$ cat src/rtl/router_arb_pkg.sv
// Shared types and header-field constants for the router source arbiter.
// Contents: FSM state enum, header bit positions, length limit, hdr_len().
package router_arb_pkg;

    typedef enum logic [2:0] {
        IDLE,
        HEADER,
        PAYLOAD,
        PARITY,
        GAP
    } arb_state_e;

    localparam int MAX_LEN      = 63;
    localparam int CNT_W        = $clog2(MAX_LEN + 1);
    localparam int HDR_ADDR_LSB = 0;
    localparam int HDR_ADDR_MSB = HDR_ADDR_LSB + 1;
    localparam int HDR_LEN_LSB  = HDR_ADDR_MSB + 1;
    localparam int HDR_LEN_MSB  = HDR_LEN_LSB + CNT_W - 1;
    localparam int BYTE_W       = HDR_LEN_MSB + 1;

    function automatic logic [CNT_W-1:0] hdr_len(
        input logic [BYTE_W-1:0] hdr
    );
        return CNT_W'(hdr >> HDR_LEN_LSB);
    endfunction

endpackage

$ cat src/rtl/router_rr_pick.sv
// Combinational round-robin picker: first request at or after ptr.
// Ports: req (request vector), ptr (start index), gnt (one-hot), idx.
module router_rr_pick #(
    parameter int N  = 3,
    parameter int PW = $clog2(N)
) (
    input  logic [N-1:0]  req,
    input  logic [PW-1:0] ptr,
    output logic [N-1:0]  gnt,
    output logic [PW-1:0] idx
);

    logic [N-1:0]  rot;
    logic [PW-1:0] off;
    logic [PW:0]   sum;
    logic          hit;

    always_comb begin
        for (int k = 0; k < N; k++) begin
            rot[k] = req[(k + int'(ptr)) % N];
        end
        off = '0;
        hit = 1'b0;
        for (int k = N - 1; k >= 0; k--) begin
            if (rot[k]) begin
                off = PW'(k);
                hit = 1'b1;
            end
        end
        sum = {1'b0, off} + {1'b0, ptr};
        if (sum >= (PW + 1)'(N)) begin
            sum = sum - (PW + 1)'(N);
        end
        idx = sum[PW-1:0];
        gnt = hit ? (N'(1) << idx) : '0;
    end

endmodule

$ cat src/rtl/router_src_arb.sv
// Packet-level round-robin arbiter feeding the router's byte input port.
// Ports: clock/reset, src_req/valid/data/ready/grant, busy, pkt_valid,
// data_in, par_err, proto_err.
module router_src_arb
    import router_arb_pkg::*;
#(
    parameter int NUM_SRC = 3,
    parameter int GAP_CYC = 2
) (
    input  logic                           clock,
    input  logic                           reset,
    input  logic [NUM_SRC-1:0]             src_req,
    input  logic [NUM_SRC-1:0]             src_valid,
    input  logic [NUM_SRC-1:0][BYTE_W-1:0] src_data,
    output logic [NUM_SRC-1:0]             src_ready,
    output logic [NUM_SRC-1:0]             src_grant,
    input  logic                           busy,
    output logic                           pkt_valid,
    output logic [BYTE_W-1:0]              data_in,
    output logic                           par_err,
    output logic                           proto_err
);

    localparam int PW = $clog2(NUM_SRC);

    arb_state_e        state;
    arb_state_e        state_n;
    logic [PW-1:0]     rr_ptr;
    logic [PW-1:0]     gidx;
    logic [PW-1:0]     pick_idx;
    logic [PW-1:0]     next_ptr;
    logic [NUM_SRC-1:0] pick_oh;
    logic [CNT_W-1:0]  cnt;
    logic [BYTE_W-1:0] acc;
    logic [BYTE_W-1:0] byte_g;
    logic [3:0]        gap;
    logic              vld_g;
    logic              take;
    logic              bubble;

    router_rr_pick #(
        .N  (NUM_SRC),
        .PW (PW)
    ) u_pick (
        .req (src_req),
        .ptr (rr_ptr),
        .gnt (pick_oh),
        .idx (pick_idx)
    );

    assign byte_g   = src_data[gidx];
    assign vld_g    = src_valid[gidx];
    assign next_ptr = (gidx == PW'(NUM_SRC - 1)) ? '0 : gidx + 1'b1;

    always_comb begin
        state_n   = state;
        src_ready = '0;
        take      = 1'b0;
        bubble    = 1'b0;
        unique case (state)
            IDLE: begin
                if (|src_req) state_n = HEADER;
            end
            HEADER: begin
                take      = vld_g & ~busy;
                src_ready = src_grant & {NUM_SRC{take}};
                if (take) begin
                    state_n = (hdr_len(byte_g) == '0) ? PARITY : PAYLOAD;
                end
            end
            PAYLOAD: begin
                src_ready = src_grant & {NUM_SRC{~busy}};
                take      = vld_g & ~busy;
                bubble    = ~vld_g & ~busy;
                if (bubble) state_n = GAP;
                else if (take && cnt == CNT_W'(1)) state_n = PARITY;
            end
            PARITY: begin
                src_ready = src_grant & {NUM_SRC{~busy}};
                take      = vld_g & ~busy;
                bubble    = ~vld_g & ~busy;
                if (take || bubble) state_n = GAP;
            end
            GAP: begin
                if (!busy && gap == 4'd1) state_n = IDLE;
            end
            default: state_n = IDLE;
        endcase
    end

    always_ff @(posedge clock or posedge reset) begin
        if (reset) begin
            state     <= IDLE;
            src_grant <= '0;
            gidx      <= '0;
            rr_ptr    <= '0;
            cnt       <= '0;
            acc       <= '0;
            gap       <= '0;
            pkt_valid <= 1'b0;
            data_in   <= '0;
            par_err   <= 1'b0;
            proto_err <= 1'b0;
        end else begin
            state     <= state_n;
            par_err   <= 1'b0;
            proto_err <= 1'b0;
            unique case (state)
                IDLE: begin
                    if (|src_req) begin
                        src_grant <= pick_oh;
                        gidx      <= pick_idx;
                    end
                end
                HEADER: begin
                    if (take) begin
                        data_in   <= byte_g;
                        pkt_valid <= 1'b1;
                        cnt       <= hdr_len(byte_g);
                        acc       <= byte_g;
                    end
                end
                PAYLOAD: begin
                    if (take) begin
                        data_in   <= byte_g;
                        pkt_valid <= 1'b1;
                        acc       <= acc ^ byte_g;
                        cnt       <= cnt - 1'b1;
                    end
                end
                PARITY: begin
                    if (take) begin
                        data_in   <= byte_g;
                        pkt_valid <= 1'b0;
                        par_err   <= (byte_g != acc);
                        gap       <= 4'(GAP_CYC);
                    end
                end
                GAP: begin
                    // Frozen under busy so data_in holds its last value.
                    if (!busy) begin
                        gap <= gap - 4'd1;
                        if (gap == 4'd1) begin
                            src_grant <= '0;
                            data_in   <= '0;
                            rr_ptr    <= next_ptr;
                        end
                    end
                end
                default: ;
            endcase
            // Inverted parity makes the router flag the truncated packet.
            if (bubble) begin
                pkt_valid <= 1'b0;
                data_in   <= ~acc;
                proto_err <= 1'b1;
                gap       <= 4'(GAP_CYC);
            end
        end
    end

endmodule

$ cat config.mk
export PLATFORM = sky130hd
export DESIGN_NAME = router_src_arb
export DESIGN_NICKNAME = d
export VERILOG_FILES = /design/src/rtl/router_arb_pkg.sv /design/src/rtl/router_rr_pick.sv /design/src/rtl/router_src_arb.sv
export SDC_FILE = /design/constraint.sdc
export NUM_CORES = 1
export LEC_CHECK = 0
export CAP_MARGIN = 5
export CELL_PAD_IN_SITES_DETAIL_PLACEMENT = 1
export CELL_PAD_IN_SITES_GLOBAL_PLACEMENT = 1
export CORE_MARGIN = 1
export CORE_UTILIZATION = 43
export CTS_CLUSTER_DIAMETER = 50
export DETAILED_ROUTE_END_ITERATION = 12
export HOLD_SLACK_MARGIN = 0.12
export PLACE_DENSITY_LB_ADDON = 0.05
export SYNTH_ARGS = -nofsm -noshare
export SYNTH_HDL_FRONTEND = slang
export SYNTH_HIERARCHICAL = 1
export SYNTH_SLANG_ARGS = --single-unit
$ cat constraint.sdc
create_clock -name clock -period 8.3 [get_ports clock]
set_input_delay 2.49 -clock clock [delete_from_list [all_inputs] [get_ports clock]]
set_output_delay 2.49 -clock clock [all_outputs]
set_load 0.005 [all_outputs]
==> key figures, run 1 <==
Setup path
  • Critical path type: primary input to output port
  • Worst R2R Path Depth: 14
  • Slowest cell on the critical path: clkdlybuf4s50_1
  • Crit path launch type: primary input
  • Worst path bufs/invs: 2
  • Worst Path Required: 5810 ps
  • Crit Reg-Reg Endpoint: src_grant[1]
  • Top Family by Delay on Critical Path: buffers and inverters
  • Crit path top cell by count: clkdlybuf4s50_1
  • Reg-to-reg slack, setup: 5080 ps
  • Number of cells on the critical path: 7
  • Worst setup path start: src_valid[0]
  • Reg2reg start: rr_ptr[0]
  • CP endpoint kind: output port
  • Crit path to: src_ready[2]
  • Worst EP arrival: 4580 ps
  • Worst-path fanout max: 9
  • CP Cell Sequence: clkdlybuf4s50_1 > mux2i_1 > o21ai_2 > a21oi_1 > nor3_1 > and2_1 > clkdlybuf4s50_1
  • CP max stage delay: 490 ps

Run
  • Max cap viols: 0

STA
  • Setup tns final: 0 ps
  • Worst Tran Pin Value: 897 ps
  • Max-slew violation count: 0
  • Fin. Hold Viols: 0
  • Fin crit share: 0.851
  • Final Skew: 11.5 ps
  • RSZ-0062 raised after global routing: false
  • Min Tclk post-route: 7070 ps
  • Setup Viol. Count Final: 0
  • Fmax: 142 MHz
  • Relative max-transition margin: 0.402

Synth
  • Syn_nets: 365
  • Mapped cell area: 2810 um^2
  • Syn Area/Cell: 8.74 um^2
  • Synth Register Bits: 39
  • Leading area contributor after synthesis: dfrtp_1
  • Yosys cell types: 55
  • Post-synth EDFFs: 0
  • Area contributors post-synth: dfrtp_1, mux2_2, nand2_1, mux2i_1, ha_1
  • Share of the yosys chip area belonging to registers: 0.347
  • Primary FF master, synth: dfrtp_1
  • Asr flop ratio synth: 1.00
  • Area share of the largest cell type after synthesis: 0.347
  • Synth Warn #: 6
  • Syn Inst Count: 322

GRT
  • Largest net degree at the start of global routing: 40
  • GRT Util Overall: 0.233
  • Grt total ovfl: 0
  • First-pass GRT wire length: 12.9 mm
  • Vias in the first global route: 2,548
  • Antenna violations before repair: 0

Placed design
  • Detailed placement HPWL: 5.55 mm
  • Placer congestion estimate: 0.818
  • IO Port Bufs: 49

Floorplanning
  • IO Count: 50
  • Die Span Y: 82.9 um
  • DIE AREA: 6870 um^2
  • Starting Density: 0.446
  • Die W: 82.9 um
  • FP Rows: 29
  • Core Area: 6310 um^2

Clock network
  • Reg clk slew, reported paths: 80 ps
  • Worst-Skew Late Latency: 290 ps
  • Post-cts resize count: 0
  • H-Tree Level Count: 2
  • CTS sink cnt: 39
  • Root buffer cell: clkbuf_8
  • # hold bufs at CTS: 0
  • Deepest clock path buffer count: 2
  • CTS tree: yes
  • CTS Buf Count: 5
  • Setup Buffers After CTS: 0

Layout
  • Diode count: 0
  • Commonest cells after routing, fill and taps aside: clkdlybuf4s50_1, dfrtp_1, nand2_1, nor2_1, o21ai_0
  • Fillers: 751
  • Area grow syn2layout: 22.2%
  • Layout Nets: 407
  • Share of layout cells above drive strength 1: 0.0907
  • Util after Layout: 0.544
  • Most common cell after layout, fill and taps aside: clkdlybuf4s50_1

Pwr
  • VDD IR-drop max: 0.168 mV
  • Leakage: 1.43 nW
  • Power Density: 335 nW/um^2

Detailed routing
  • Vias: 2,585
  • ANT nets after route: 0
  • First DRT Iteration DRCs: 98
  • Routed wire length: 7.74 mm
  • Routed length per placed instance: 17.5 um
  • Vias per inst: 5.86
  • # DRC: 0
  • 1st-pass router iterations: 4

Outcome
  • Status: complete, no violations

Min path
  • HP Class: register to register
-- synth_stat cells (7+ instances only) --
master and count:
inv_1 12, mux2i_1 12, nor3_1 17, dfrtp_1 39
o21ai_1 7, mux2_2 12, a21oi_1 9, ha_1 9
nor2_1 24, clkbuf_1 11, nand2_1 33, o21ai_0 21
nand3b_1 9, nand3_1 14, nor2b_1 9
-- through the flow --
stage                     hold WS, ps  area (um^2)  total power, mW  instances  setup WS [ps]
after floorplan                   479         2810            0.800        322           2510
after global placement            498         3350            0.986        434           1210
after detailed placement          499         3350             1.01        434           1180
after CTS                         518         3440             1.16        441           1180
after global routing              538         3440             1.24        441           1050
final                             515         3440             1.15        441           1230
-- worst min path at each step --
stage / start / to / slack (ps) / cells past startpoint
3_3_place_gp: data_in[5] / data_in[5] / 500 / 1
5_1_grt: data_in[4] / data_in[4] / 540 / 1
2_1_floorplan: cnt[4] / cnt[4] / 480 / 2
4_1_cts: data_in[4] / data_in[4] / 520 / 1
3_5_place_dp: data_in[0] / data_in[0] / 500 / 1
6_report: data_in[0] / data_in[0] / 510 / 1
-- where the power goes --
| group | internal [mW] | switching, mW | leakage, nW |
|---|---|---|---|
| clock network | 0.0653 | 0.0691 | 0.0470 |
| logic | 0.303 | 0.335 | 0.892 |
| registers | 0.270 | 0.108 | 0.491 |
-- registers in the layout, summed over array words and instances, names as in the netlist --
signal / count
pkt_valid: 1
par_err: 1
cnt: 6
src_grant: 3
acc: 8
data_in: 8
rr_ptr: 2
gap: 4
proto_err: 1
gidx: 2
state: 3
-- worst register-to-register path: stages (launching register included) --
cell      delay [ps]
dfrtp_1          440
inv_1             80
ha_1             250
mux2i_1          240
o22ai_2          120
nor2b_1          130
ha_1             150
inv_1             50
fa_1             500
inv_1             50
ha_1             190
nand3b_1         180
a21oi_1          350
nor3b_1          240
a22o_1           170
-- layer usage --
layer | GRT usage | vias up | share of wire
met5 | 0 | - | 0
li1 | - | 1243 | -
met2 | 0.402 | 55 | 0.49
met4 | 0.0470 | 0 | 0.0088
met1 | 0.311 | 1280 | 0.47
met3 | 0.0328 | 7 | 0.029
-- logic make-up (layout without fill, tap and decap cells) --
family / after synthesis / count (layout) / share of synthesized area
adders and majority gates: 10 / 10 / 0.0472
buffers and inverters: 28 / 70 / 0.0396
muxes: 27 / 27 / 0.105
xor gates and xnor gates: 9 / 9 / 0.0280
and+or+nand+nor: 135 / 135 / 0.248
DFF: 39 / 39 / 0.347
AOI/OAI and AO/OA: 74 / 74 / 0.185
-- area by class of cell --
| cell class | instances | area, um^2 | share of cell area |
|---|---|---|---|
| Tap cell | 77 | 96.3 | 0.0280 |
| Clock buffer | 6 | 82.6 | 0.0240 |
| Timing Repair Buffer | 51 | 505 | 0.147 |
| Multi-Input combinational cell | 255 | 1730 | 0.502 |
| Sequential cell | 39 | 976 | 0.284 |
| Clock inverter | 1 | 5.00 | 0.00146 |
| Inverter | 12 | 45.0 | 0.0131 |
Note: power is estimated with default switching activity, not from simulation.
==> inputs of run 2 (changes only) <==
--- a/config.mk
+++ b/config.mk
@@ -13,6 +13,7 @@
 export CTS_CLUSTER_DIAMETER = 50
 export DETAILED_ROUTE_END_ITERATION = 12
 export HOLD_SLACK_MARGIN = 0.12
+export MAX_ROUTING_LAYER = met4
 export PLACE_DENSITY_LB_ADDON = 0.05
 export SYNTH_ARGS = -nofsm -noshare
 export SYNTH_HDL_FRONTEND = slang
==> key figures, run 2 (same netlist as run 1, synthesis figures left out) <==
Layout
  • Diode count: 0 (unchanged)
  • Layout Nets: 407 (unchanged)
  • Most common cell after layout, fill and taps aside: clkdlybuf4s50_1
  • Area grow syn2layout: 22.2% (unchanged)
  • Util after Layout: 0.544 (unchanged)
  • Biggest regs: acc (8), data_in (8), cnt (6)
  • Share of layout cells above drive strength 1: 0.0907 (unchanged)
  • Post-route cell area: 3440 um^2 (unchanged)
  • Fillers: 751 (unchanged)
  • Commonest cells after routing, fill and taps aside: clkdlybuf4s50_1, dfrtp_1, nand2_1, nor2_1, o21ai_0

Clock network
  • Root buffer cell: clkbuf_8
  • CTS sink cnt: 39 (unchanged)
  • CTS Buf Count: 5 (unchanged)
  • Worst-Skew Late Latency: 290 ps (about the same)
  • Deepest clock path buffer count: 2 (unchanged)
  • CTS tree: yes
  • Reg clk slew, reported paths: 80 ps (about the same)
  • Setup Buffers After CTS: 0 (unchanged)
  • H-Tree Level Count: 2 (unchanged)
  • Post-cts resize count: 0 (unchanged)
  • # hold bufs at CTS: 0 (unchanged)

STA
  • Fin. Hold Viols: 0 (unchanged)
  • Fin crit share: 0.853 (+0.00211)
  • Setup tns final: 0 ps (unchanged)
  • Max-slew violation count: 0 (unchanged)
  • Min Tclk post-route: 7080 ps (+17.5 ps)
  • Fmax: 141 MHz (-0.25%)
  • Final worst slack: 1220 ps (-17.5 ps)
  • Setup Viol. Count Final: 0 (unchanged)
  • Final Skew: 9.85 ps (-1.60 ps)
  • Relative max-transition margin: 0.404 (+0.00218)
  • RSZ-0062 raised after global routing: false
  • Worst Tran Pin Value: 893 ps (-3.27 ps)

Detailed routing
  • 1st-pass router iterations: 4 (unchanged)
  • Routed wire length: 7.72 mm (-0.18%)
  • ANT nets after route: 0 (unchanged)
  • Vias per inst: 5.84 (-0.35%)
  • Routed length per placed instance: 17.5 um (-0.18%)
  • # DRC: 0 (unchanged)
  • First DRT Iteration DRCs: 82 (-16%)
  • Vias: 2,576 (-0.35%)

Pwr
  • VDD IR-drop max: 0.169 mV (+0.19%)
  • Power Density: 335 nW/um^2 (about the same)
  • Clk pwr share: 0.117 (about the same)
  • P_sw: 0.511 mW (about the same)
  • Reg power frac: 0.329 (about the same)
  • Overall Power: 1.15 mW (about the same)
  • Switching Fraction: 0.445 (about the same)
  • Combinational share of power: 0.554 (about the same)
  • Leakage: 1.43 nW (unchanged)
  • Internal power: 0.638 mW (about the same)

Setup path
  • Worst path bufs/invs: 2 (unchanged)
  • Worst EP arrival: 4590 ps (about the same)
  • Crit path top cell by count: clkdlybuf4s50_1
  • Crit path launch type: primary input
  • Worst-path fanout max: 9 (unchanged)
  • Top Family by Delay on Critical Path: buffers and inverters
  • CP Cell Sequence: clkdlybuf4s50_1 > mux2i_1 > o21ai_2 > a21oi_1 > nor3_1 > and2_1 > clkdlybuf4s50_1
  • CP endpoint kind: output port
  • CP max stage delay: 490 ps (about the same)
  • Slowest cell on the critical path: clkdlybuf4s50_1
  • Critical path type: primary input to output port
  • Worst Path Required: 5810 ps (about the same)

Placed design
  • Detailed placement HPWL: 5.55 mm (unchanged)
  • Placed Instance Area: 3350 um^2 (unchanged)
  • Placer congestion estimate: 0.830 (+1.5%)
  • IO Port Bufs: 49 (unchanged)
  • Setup WS pre-CTS: 1180 ps (unchanged)

GRT
  • Largest net degree at the start of global routing: 40 (unchanged)
  • First-pass GRT wire length: 12.9 mm (+0.11%)
  • Antenna violations before repair: 0 (unchanged)
  • GRT Util Overall: 0.240 (+0.00718)
  • Vias in the first global route: 2,547 (-0.039%)
  • Grt total ovfl: 0 (unchanged)

Floorplanning
  • Die W: 82.9 um (unchanged)
  • Core Area: 6310 um^2 (unchanged)
  • FP Rows: 29 (unchanged)
  • IO Count: 50 (unchanged)
  • Starting Density: 0.446 (unchanged)
  • DIE AREA: 6870 um^2 (unchanged)
  • Die Span Y: 82.9 um (unchanged)

Outcome
  • Status: complete, no violations

Run
  • Max cap viols: 0 (unchanged)

Min path
  • HP Class: register to register
==> run 2: worst reg2reg max path, cell delays in order, from the launching register on <==
cell and delay [ps]:
dfrtp_1 440, inv_1 80, ha_1 250, mux2i_1 240, o22ai_2 120, nor2b_1 130
ha_1 150, inv_1 50, fa_1 500, inv_1 50, ha_1 190, nand3b_1 180
a21oi_1 350, nor3b_1 240, a22o_1 170
==> run 2: per-layer routing <==
metal | wire length [um] | vias to the layer above | part of all wire | GRT usage
met5 | 0 | - | 0 | -
met4 | 46 | 0 | 0.0060 | 0.0470
met3 | 233 | 5 | 0.030 | 0.0308
met2 | 3790 | 55 | 0.49 | 0.402
met1 | 3650 | 1269 | 0.47 | 0.313
li1 | - | 1247 | - | -
==> run 2: final timing paths <==
check                             startpoint      endpoint  slack [ps]  cells past startpoint
worst max-delay path            src_valid[0]  src_ready[2]        1220                      7
worst min-delay path              data_in[0]    data_in[0]         510                      1
worst max register to register     rr_ptr[0]  src_grant[1]        5090                     14
worst min register to register    data_in[0]    data_in[0]         510                      1
max in group asynchronous              reset     pkt_valid        5290                      3
min in group asynchronous              reset     rr_ptr[1]        2640                      3
==> run 2: final cells by class <==
type | instances | area, um^2 | area share
well taps | 77 | 96.3 | 0.0280
clock buffers | 6 | 82.6 | 0.0240
repair buffers | 51 | 505 | 0.147
multi-input cells | 255 | 1730 | 0.502
clock inverters | 1 | 5.00 | 0.00146
flip-flops and latches | 39 | 976 | 0.284
inverters | 12 | 45.0 | 0.0131
==> run 2: metrics by stage <==
step / std cells / hold WS, ps
after floorplan: 322 / 479
after global placement: 434 / 498
after detailed placement: 434 / 499
after CTS: 441 / 518
after global routing: 441 / 538
final: 441 / 514
==> run 2: power groups by stage <==
stage	Combinational (mW)	Clock [mW]	Sequential, mW
after detailed placement	0.635	0	0.379
after global placement	0.613	0	0.373
final	0.637	0.135	0.378
after floorplan	0.466	0	0.334
after CTS	0.642	0.138	0.376
after global routing	0.705	0.146	0.391
